$ cat src/rtl/pet_ce_reset_gen_pkg.sv
// Shared types and constants for the PET clock-enable and reset sequencer.
package pet_ce_reset_gen_pkg;

    typedef enum logic [1:0] {
        RS_INIT = 2'd0,
        RS_HOLD = 2'd1,
        RS_RUN  = 2'd2
    } rs_state_t;

    // CPU period-1 values for a 112 MHz system clock
    localparam int RATE_1MHZ  = 111;
    localparam int RATE_TURBO = 30;

endpackage

$ cat src/rtl/pet_ce_reset_gen_if.sv
// Control inputs and enable/reset outputs of the PET clock-enable and reset sequencer.
interface pet_ce_reset_gen_if #(
    parameter int NPIX   = 2,
    parameter int RATE_W = 7
);
    logic              pll_locked;
    logic              rst_req;
    logic              turbo;
    logic              cpu_stop;
    logic [RATE_W-1:0] rate_norm;
    logic [RATE_W-1:0] rate_turbo;
    logic [NPIX-1:0]   ce_pix;
    logic [NPIX-1:0]   ce_pixn;
    logic              ce_cpu;
    logic              turbo_active;
    logic              sys_reset;

    modport master (
        output pll_locked, rst_req, turbo, cpu_stop, rate_norm, rate_turbo,
        input  ce_pix, ce_pixn, ce_cpu, turbo_active, sys_reset
    );

    modport slave (
        input  pll_locked, rst_req, turbo, cpu_stop, rate_norm, rate_turbo,
        output ce_pix, ce_pixn, ce_cpu, turbo_active, sys_reset
    );
endinterface

$ cat src/rtl/pet_ce_reset_gen_divider.sv
// Programmable CPU enable divider; the rate select is latched only at the period wrap.
module pet_ce_divider #(
    parameter int RATE_W = 7
) (
    input  logic              clk_i,
    input  logic              rst_n_i,
    input  logic              stop_i,
    input  logic              turbo_i,
    input  logic [RATE_W-1:0] rate_norm_i,
    input  logic [RATE_W-1:0] rate_turbo_i,
    output logic              ce_o,
    output logic              turbo_active_o
);
    logic [RATE_W-1:0] cnt_q, cnt_d;
    logic [RATE_W-1:0] cur_rate_q, cur_rate_d;
    logic              turbo_q, turbo_d;
    logic              ce_q;
    logic              wrap;

    assign wrap = (cnt_q == cur_rate_q);

    // cur_rate resets to 0 so the first cycle wraps and picks up the live rate
    always_comb begin
        cnt_d      = cnt_q;
        cur_rate_d = cur_rate_q;
        turbo_d    = turbo_q;
        if (!stop_i) begin
            if (wrap) begin
                cnt_d      = '0;
                cur_rate_d = turbo_i ? rate_turbo_i : rate_norm_i;
                turbo_d    = turbo_i;
            end else begin
                cnt_d = cnt_q + RATE_W'(1);
            end
        end
    end

    always_ff @(posedge clk_i or negedge rst_n_i) begin
        if (!rst_n_i) begin
            cnt_q      <= '0;
            cur_rate_q <= '0;
            turbo_q    <= 1'b0;
            ce_q       <= 1'b0;
        end else begin
            cnt_q      <= cnt_d;
            cur_rate_q <= cur_rate_d;
            turbo_q    <= turbo_d;
            ce_q       <= (cnt_q == '0) && !stop_i;
        end
    end

    assign ce_o           = ce_q;
    assign turbo_active_o = turbo_q;
endmodule

$ cat src/rtl/pet_ce_reset_gen.sv
// Pixel enable ladder, CPU enable divider and power-on/user reset sequencer on one clock.
//   state   | meaning
//   RS_INIT | power-on hold, counting INIT_CYCLES
//   RS_HOLD | waiting for HOLD_CYCLES clean cycles (no request, PLL locked)
//   RS_RUN  | system out of reset
module pet_ce_reset_gen
    import pet_ce_reset_gen_pkg::*;
#(
    parameter int NPIX        = 2,
    parameter int RATE_W      = 7,
    parameter int INIT_CYCLES = 100_000_000,
    parameter int HOLD_CYCLES = 15
) (
    input logic               clk_i,
    input logic               rst_n_i,
    pet_ce_reset_gen_if.slave bus
);
    localparam int DIV_W  = NPIX + 3;
    localparam int INIT_W = $clog2(INIT_CYCLES + 1);
    localparam int HOLD_W = $clog2(HOLD_CYCLES + 1);
    localparam logic [INIT_W-1:0] INIT_LAST = INIT_W'(INIT_CYCLES - 1);
    localparam logic [HOLD_W-1:0] HOLD_LAST = HOLD_W'(HOLD_CYCLES - 1);

    logic [DIV_W-1:0]  div_q;
    logic [NPIX-1:0]   ce_pix_q, ce_pix_d;
    logic [NPIX-1:0]   ce_pixn_q, ce_pixn_d;
    logic [1:0]        req_sync_q, lock_sync_q;
    logic              clean;
    rs_state_t         state_q;
    logic [INIT_W-1:0] init_cnt_q;
    logic [HOLD_W-1:0] hold_cnt_q;
    logic              sys_reset_q;

    for (genvar k = 0; k < NPIX; k++) begin : g_stage
        assign ce_pix_d[k]  = (div_q[k+2:0] == '0);
        assign ce_pixn_d[k] = div_q[k+2] && (div_q[k+1:0] == '0);
    end

    always_ff @(posedge clk_i or negedge rst_n_i) begin
        if (!rst_n_i) begin
            div_q       <= '0;
            ce_pix_q    <= '0;
            ce_pixn_q   <= '0;
            req_sync_q  <= '0;
            lock_sync_q <= '0;
        end else begin
            div_q       <= div_q + DIV_W'(1);
            ce_pix_q    <= ce_pix_d;
            ce_pixn_q   <= ce_pixn_d;
            req_sync_q  <= {req_sync_q[0], bus.rst_req};
            lock_sync_q <= {lock_sync_q[0], bus.pll_locked};
        end
    end

    assign clean = !req_sync_q[1] && lock_sync_q[1];

    always_ff @(posedge clk_i or negedge rst_n_i) begin
        if (!rst_n_i) begin
            state_q     <= RS_INIT;
            init_cnt_q  <= '0;
            hold_cnt_q  <= '0;
            sys_reset_q <= 1'b1;
        end else begin
            case (state_q)
                RS_INIT: begin
                    if (init_cnt_q == INIT_LAST) begin
                        state_q    <= RS_HOLD;
                        hold_cnt_q <= '0;
                    end else begin
                        init_cnt_q <= init_cnt_q + INIT_W'(1);
                    end
                end
                RS_HOLD: begin
                    if (!clean) begin
                        hold_cnt_q <= '0;
                    end else if (hold_cnt_q == HOLD_LAST) begin
                        state_q     <= RS_RUN;
                        sys_reset_q <= 1'b0;
                        hold_cnt_q  <= '0;
                    end else begin
                        hold_cnt_q <= hold_cnt_q + HOLD_W'(1);
                    end
                end
                RS_RUN: begin
                    if (!clean) begin
                        state_q     <= RS_HOLD;
                        sys_reset_q <= 1'b1;
                        hold_cnt_q  <= '0;
                    end
                end
                default: begin
                    state_q     <= RS_INIT;
                    init_cnt_q  <= '0;
                    hold_cnt_q  <= '0;
                    sys_reset_q <= 1'b1;
                end
            endcase
        end
    end

    pet_ce_divider #(.RATE_W(RATE_W)) u_cpu_div (
        .clk_i          (clk_i),
        .rst_n_i        (rst_n_i),
        .stop_i         (bus.cpu_stop),
        .turbo_i        (bus.turbo),
        .rate_norm_i    (bus.rate_norm),
        .rate_turbo_i   (bus.rate_turbo),
        .ce_o           (bus.ce_cpu),
        .turbo_active_o (bus.turbo_active)
    );

    assign bus.ce_pix    = ce_pix_q;
    assign bus.ce_pixn   = ce_pixn_q;
    assign bus.sys_reset = sys_reset_q;
endmodule
$ cat src/flat_wrapper.sv
// flat-port wrapper written by rule: the top's interface ports become plain ports
module pet_ce_reset_gen_flat import pet_ce_reset_gen_pkg::*;
#(
    parameter int NPIX        = 2,
    parameter int RATE_W      = 7,
    parameter int INIT_CYCLES = 100_000_000,
    parameter int HOLD_CYCLES = 15
)
  (clk_i, rst_n_i, bus_pll_locked, bus_rst_req, bus_turbo, bus_cpu_stop, bus_rate_norm, bus_rate_turbo, bus_ce_pix, bus_ce_pixn, bus_ce_cpu, bus_turbo_active, bus_sys_reset);
  pet_ce_reset_gen_if #(.NPIX(NPIX), .RATE_W(RATE_W)) bus_i ();
  input logic clk_i;
  input logic rst_n_i;
  input wire logic [$bits(bus_i.pll_locked)-1:0] bus_pll_locked;
  input wire logic [$bits(bus_i.rst_req)-1:0] bus_rst_req;
  input wire logic [$bits(bus_i.turbo)-1:0] bus_turbo;
  input wire logic [$bits(bus_i.cpu_stop)-1:0] bus_cpu_stop;
  input wire logic [$bits(bus_i.rate_norm)-1:0] bus_rate_norm;
  input wire logic [$bits(bus_i.rate_turbo)-1:0] bus_rate_turbo;
  output wire logic [$bits(bus_i.ce_pix)-1:0] bus_ce_pix;
  output wire logic [$bits(bus_i.ce_pixn)-1:0] bus_ce_pixn;
  output wire logic [$bits(bus_i.ce_cpu)-1:0] bus_ce_cpu;
  output wire logic [$bits(bus_i.turbo_active)-1:0] bus_turbo_active;
  output wire logic [$bits(bus_i.sys_reset)-1:0] bus_sys_reset;
  assign bus_i.pll_locked = bus_pll_locked;
  assign bus_i.rst_req = bus_rst_req;
  assign bus_i.turbo = bus_turbo;
  assign bus_i.cpu_stop = bus_cpu_stop;
  assign bus_i.rate_norm = bus_rate_norm;
  assign bus_i.rate_turbo = bus_rate_turbo;
  assign bus_ce_pix = bus_i.ce_pix;
  assign bus_ce_pixn = bus_i.ce_pixn;
  assign bus_ce_cpu = bus_i.ce_cpu;
  assign bus_turbo_active = bus_i.turbo_active;
  assign bus_sys_reset = bus_i.sys_reset;
  pet_ce_reset_gen #(.NPIX(NPIX), .RATE_W(RATE_W), .INIT_CYCLES(INIT_CYCLES), .HOLD_CYCLES(HOLD_CYCLES)) u_core (.clk_i(clk_i), .rst_n_i(rst_n_i), .bus(bus_i));
endmodule
$ cat config.mk
export PLATFORM = sky130hd
export DESIGN_NAME = pet_ce_reset_gen_flat
export DESIGN_NICKNAME = d
export VERILOG_FILES = /design/src/rtl/pet_ce_reset_gen_pkg.sv /design/src/rtl/pet_ce_reset_gen_if.sv /design/src/rtl/pet_ce_reset_gen_divider.sv /design/src/rtl/pet_ce_reset_gen.sv /design/src/flat_wrapper.sv
export SDC_FILE = /design/constraint.sdc
export NUM_CORES = 1
export LEC_CHECK = 0
export BUFFER_PORTS_ARGS = -buffer_cell sky130_fd_sc_hd__buf_2
export CAP_MARGIN = 25
export CORE_MARGIN = 2
export CORE_UTILIZATION = 50
export CTS_CLUSTER_DIAMETER = 150
export DETAILED_ROUTE_END_ITERATION = 12
export HOLD_SLACK_MARGIN = 0.15
export PLACE_DENSITY = 0.79
export SETUP_SLACK_MARGIN = 0.3
export SLEW_MARGIN = 10
export SYNTH_ARGS = -nofsm -noshare
export SYNTH_HDL_FRONTEND = slang
export SYNTH_SLANG_ARGS = --single-unit
$ cat constraint.sdc
create_clock -name clk_i -period 3.5 [get_ports clk_i]
set_input_delay 1.05 -clock clk_i [delete_from_list [all_inputs] [get_ports clk_i]]
set_output_delay 1.05 -clock clk_i [all_outputs]
set_load 0.03 [all_outputs]
# Yosys cells after proc, flatten, opt, wreduce, memory -nomap -nowiden
# Cells that the tools add are included.
# op_classes
bitwise	3
n_reduce_logical	17
n_eq_ne	10
add_sub_neg	4
muxes	18
# op_table
operator	n
one-hot mux 27 bit (2 select lines)	1
adder 27 x 1 -> 27 bit, second input constant	1
== test 27 bit, second input constant	1
two-way mux 27 bit	1
two-way mux 4 bit	4
two-way mux 7 bit	2
one-hot mux 4 bit (3 select lines)	1
two-way mux 2 bit	4
AND reduction 4 bit	2
adder 7 x 1 -> 7 bit, second input constant	1
== test 7 bit	1
logical NOT 7 bit	1
!= test 2 x 1 -> 1 bit, second input constant	3
one-hot mux 2 bit (3 select lines)	1
AND reduction 2 bit	3
adder 5 x 1 -> 5 bit, second input constant	1
adder 4 x 1 -> 4 bit, second input constant	1
== test 4 bit, second input constant	1
logical AND 1 bit	4
logical NOT 2 bit	2
logical NOT 4 bit	1
!= test 2 bit, second input constant	2
logical NOT 3 bit	1
two-way mux 1 bit	3
other kinds (6)	9
# totals
inputBits	20
register_bits	63

# Depth between registers and ports, before layout
# depth
ltp_word	4
depth_mapped	9
depth_no_buf	7

# Modules after synthesis
# A second synthesis with hierarchy kept.
# unflattened
hier_cells	343
area_unflattened_um2	3399.5
# modules_own_cells
mod	cells_per_inst	area_per_inst_um2	instances	seq_area_each_um2
pet_ce_reset_gen	269	2513.7	1	1152.4
pet_ce_divider	74	885.8	1	400.4

# Worst setup path before layout
# Ideal clock, no wire load.
# synth_path
path_kind	input-to-reg
startpoint	input bus_turbo
endpoint	register u_core.u_cpu_div.cur_rate_q[0]
cell_stages	3
path_buffers	1
arrival_time_ps	1909
slack_ps	1467
required_time_ps	3375
path_cell_list	buf_1 -> mux2_2 -> mux2_2
# synth_via
elab_chain_len	1
# synth_rtl
item	line_no	rtl
start: declaration	flat_wrapper.sv:15	input wire logic [$bits(bus_i.turbo)-1:0] bus_turbo;
two-way mux 7 bit	pet_ce_reset_gen_divider.sv:30	cur_rate_d = turbo_i ? rate_turbo_i : rate_norm_i;
end signal: assignment	pet_ce_reset_gen_divider.sv:46	cur_rate_q <= cur_rate_d;
end: declaration	pet_ce_reset_gen_divider.sv:15	logic [RATE_W-1:0] cur_rate_q, cur_rate_d;
# No other way between the ends.
# A chain may end at the register's enable or synchronous reset.

# Worst setup path in the final report
# layout_path
startpoint	register u_core.state_q[0]
endpoint	register u_core.init_cnt_q[12]
# layout_via
elab_chain_len	4
word_cells_on_any_way	8
cone_classes	eq/ne: 3; mux: 1; bitwise: 1; reduce/logical: 3
# layout_rtl
item	line_no	rtl
start: declaration	pet_ce_reset_gen.sv:29	rs_state_t state_q;
start signal: assignment	pet_ce_reset_gen.sv:59	state_q <= RS_INIT;
start signal: assignment	pet_ce_reset_gen.sv:67	state_q <= RS_HOLD;
start signal: assignment	pet_ce_reset_gen.sv:77	state_q <= RS_RUN;
== test 2 x 1 -> 1 bit / == test 2 bit (equally long branches)	pet_ce_reset_gen.sv:64	case (state_q)
OR reduction 2 bit (no source line)	--	
NOT 1 bit (no source line)	--	
AND reduction 2 bit (no source line)	--	
end signal: assignment	pet_ce_reset_gen.sv:70	init_cnt_q <= init_cnt_q + INIT_W'(1);
end: declaration	pet_ce_reset_gen.sv:30	logic [INIT_W-1:0] init_cnt_q;
# Parallel ways exist; a longest one is shown, timed or not.

==> flow_summary_export.csv <==
group,metric,value,unit
status,run_status,"finished, final reports clean",
floorplan,die_y,86.47,µm
setup_path,cpLargestDelayFamily,"compound AO/OA/AOI/OAI gates",
power_and_ir_drop,p_clk_share,33.7,%
setup_path,start_kind,"flip-flop",
yosys,synth_edf_count,0,
grt,grt_pass1_vias,2467,
setup_path,r2r_setup_slack,1190,ps
floorplan,coreArea,0.006681,mm²
yosys,synthTopCellsByArea,"dfrtp_1, mux2_2, a31oi_1",
setup_path,required,3760,ps
routing,viasPerCell,5.906,
final_layout,regArea,0.001553,mm²
setup_path,timing.rr.start,"u_core.state_q[0]",
job,cap_violations,0,
floorplan,dieArea,0.007477,mm²
grt,grt_max_degree,36,
final_layout,nFillCells,580,
floorplan,die_x,86.47,µm
clock_network,post_cts_resized,0,
setup_path,ff2ff_path_depth,7,
routing,vias,2640,
yosys,syn_area,0.003401,mm²
timing,rsz0062_at_grt,"false",
clock_network,cts.sinks,62,
setup_path,cp.arrival,2570,ps
routing,drtIter0Drc,174,
setup_path,slowest_stage,"ha_1",
final_layout,diodes,0,
power_and_ir_drop,p_leak,0.001720,µW
yosys,ys_ff_latch,62,
clock_network,cts_root_buf,"clkbuf_8",
setup_path,crit_buf_inv,2,
clock_network,cts_setup_buffers,0,
timing,finalCritPeriodShare,65.98,%
timing,final.min_clock_period,2309,ps
worst_hold_path,min_delay_path_depth,0,
setup_path,critPathMaxFanout,25,
placed_design,pre_cts_ws,1220,ps
worst_hold_path,min_from,"u_core.lock_sync_q[0]",
floorplan,initial_core_util,50.90,%
clock_network,cts_tree,"yes",
timing,timing_worst_slew_pin_value,775.0,ps
final_layout,multi_input_area,0.001720,mm²
routing,wl,6892,µm
worst_hold_path,hold_end,"u_core.lock_sync_q[1]",
power_and_ir_drop,p_per_area,450.2,mW/mm²
final_layout,drive_gt1_share,19.89,%
clock_network,clk_pin_slew,70,ps
routing,drc,0,
final_layout,nets,392,
grt,grt_pass1_wl,11860,µm
grt,antenna_found_initial,0,
yosys,synth_most_common_cell,"dfrtp_1",
clock_network,cts_hold_buf,0,
clock_network,cts_buffer_depth,2,
timing,report.final.setup_viol,0,
power_and_ir_drop,ir_worst_vdd,0.3331,mV
yosys,synth_cells,337,
routing,drt-pass1-iter-count,4,
setup_path,crit_type,"flip-flop to flip-flop",
setup_path,crit_top_cell,"inv_1",
power_and_ir_drop,p_sw,488.2,µW
placed_design,gp_congestion,0.8564,
final_layout,final_cell_count_no_fill,447,
yosys,async_flop_share,100.0,%
grt,gr-usage-all-layers,20.47,%
clock_network,cts_max_level,3,
clock_network,cts_inserted_buffers,9,
timing,slew_violations,0,
routing,detail-route-antenna-nets,0,
power_and_ir_drop,p_int,1202,µW
setup_path,reg2reg_to,"u_core.init_cnt_q[12]",
final_layout,synthToLayoutAreaGrowth,10.41,%
setup_path,cp-end-kind,"flip-flop",
timing,hold_ws,364.0,ps
yosys,ys_warn_count,0,
placed_design,dp_cells,431,
yosys,synthTopCellsByCount,"dfrtp_1, nand2_1, a31oi_1, nor2_1",
yosys,synth_nets,367,
setup_path,max_stage_delay,530,ps
floorplan,io_pins,27,
timing,fin_setup_tns,0,ps
clock_network,insertion_delay,340,ps
yosys,synth_top_area_cell,"dfrtp_1",
timing,slew_headroom,48.14,%
yosys,yosysUniqueCellTypes,59,
yosys,synth-seq-area-share,45.66,%
timing,fmax,433.1,MHz
worst_hold_path,min_path_type,"flip-flop to flip-flop",
yosys,syn_area_per_cell,10.09,µm²
yosys,ys.flop_type,"dfrtp_1",
power_and_ir_drop,p_comb_share,14.7,%
placed_design,hpwl,4780,µm
timing,finalClockSkew,8.167,ps
floorplan,num_rows,30,
timing,final_hold_viol_count,0,
routing,wl_per_cell,15.42,µm
power_and_ir_drop,switching_share,28.88,%
yosys,netlist.area_leader.share,44.89,%
timing,worst_slack,1191,ps
setup_path,crit_chain,"inv_1 > ha_1 > inv_1 > nand2_1 > a21oi_4 > a41oi_1 > a31oi_1",
grt,grt_overflow,0,
placed_design,io_buffers,26,
power_and_ir_drop,seqPwrFrac,51.6,%
-- stage by stage --
stage | area (µm²) | total power [µW] | util, %
6_report | 3755 | 1690 | 56.20
3_5_place_dp | 3580 | 1136 | 53.58
2_1_floorplan | 3401 | 1052 | -
5_1_grt | 3755 | 1777 | 56.20
3_3_place_gp | 3580 | 1121 | 53.58
4_1_cts | 3755 | 1707 | 56.20
-- per-layer routing --
layer,vias to the layer above,track usage [%],share of wire [%]
met5,-,0,0
li1,1285,-,-
met3,5,6.000,4.2
met2,61,33.64,50
met1,1289,26.28,45
met4,0,6.108,1.0
-- layout by cell type (no fill, tap or decap), types with 9 or more instances in the layout --
cell type and instances:
dfrtp_1 61, nand2_1 33, buf_2 26, a31oi_1 23, nor2_1 21, a21oi_1 16
mux2_2 16, inv_1 15, nand3_1 14, o21ai_0 12, ha_1 10, clkbuf_8 10
nor3_1 9
-- power by group through the flow --
stage | Combinational [µW] | Clock (µW) | Sequential, µW
final | 249 | 570 | 871
after global placement | 241 | 0 | 880
after global routing | 278 | 618 | 881
after floorplan | 173 | 0 | 880
after CTS | 255 | 580 | 872
after detailed placement | 253 | 0 | 883
-- area by class of cell --
type	count	share of cell area, %
Timing Repair Buffer	27	3.999
Tap cell	80	2.666
Clock inverter	5	0.8997
Multi-Input combinational cell	247	45.82
Clock buffer	11	3.765
Sequential cell	62	41.35
Inverter	15	1.500
-- state kept, by name (all words and copies together) (netlist names) --
name and flops:
u_core.init_cnt_q 27, u_core.hold_cnt_q 4, u_core.req_sync_q 2, u_core.state_q 2
u_core.bus.sys_reset 1, u_core.bus.ce_pix 2, u_core.div_q 4, u_core.u_cpu_div.cnt_q 7
u_core.lock_sync_q 2, u_core.u_cpu_div.cur_rate_q 7, u_core.u_cpu_div.ce_o 1, u_core.u_cpu_div.turbo_active_o 1
u_core.bus.ce_pixn 2
-- worst max path at each step --
stage                                 start                        endpoint  slack, ps  cells after the start
after global placement    u_core.state_q[0]           u_core.init_cnt_q[12]       1310                      7
after CTS                 u_core.state_q[0]           u_core.init_cnt_q[12]       1200                      7
after detailed placement  u_core.state_q[1]           u_core.init_cnt_q[14]       1220                      7
final                     u_core.state_q[0]           u_core.init_cnt_q[12]       1190                      7
after global routing      u_core.state_q[0]           u_core.init_cnt_q[12]        930                      7
after floorplan                   bus_turbo  u_core.u_cpu_div.cur_rate_q[0]       1470                      3
-- logic make-up after synthesis --
logic type	share of synthesized area, %
mux	7.358
flops	45.66
fa+ha+maj	3.679
buf+inv	3.752
compound gates	15.53
simple gates	20.68
xor+xnor	3.348
(Power assumes the default switching activity.)
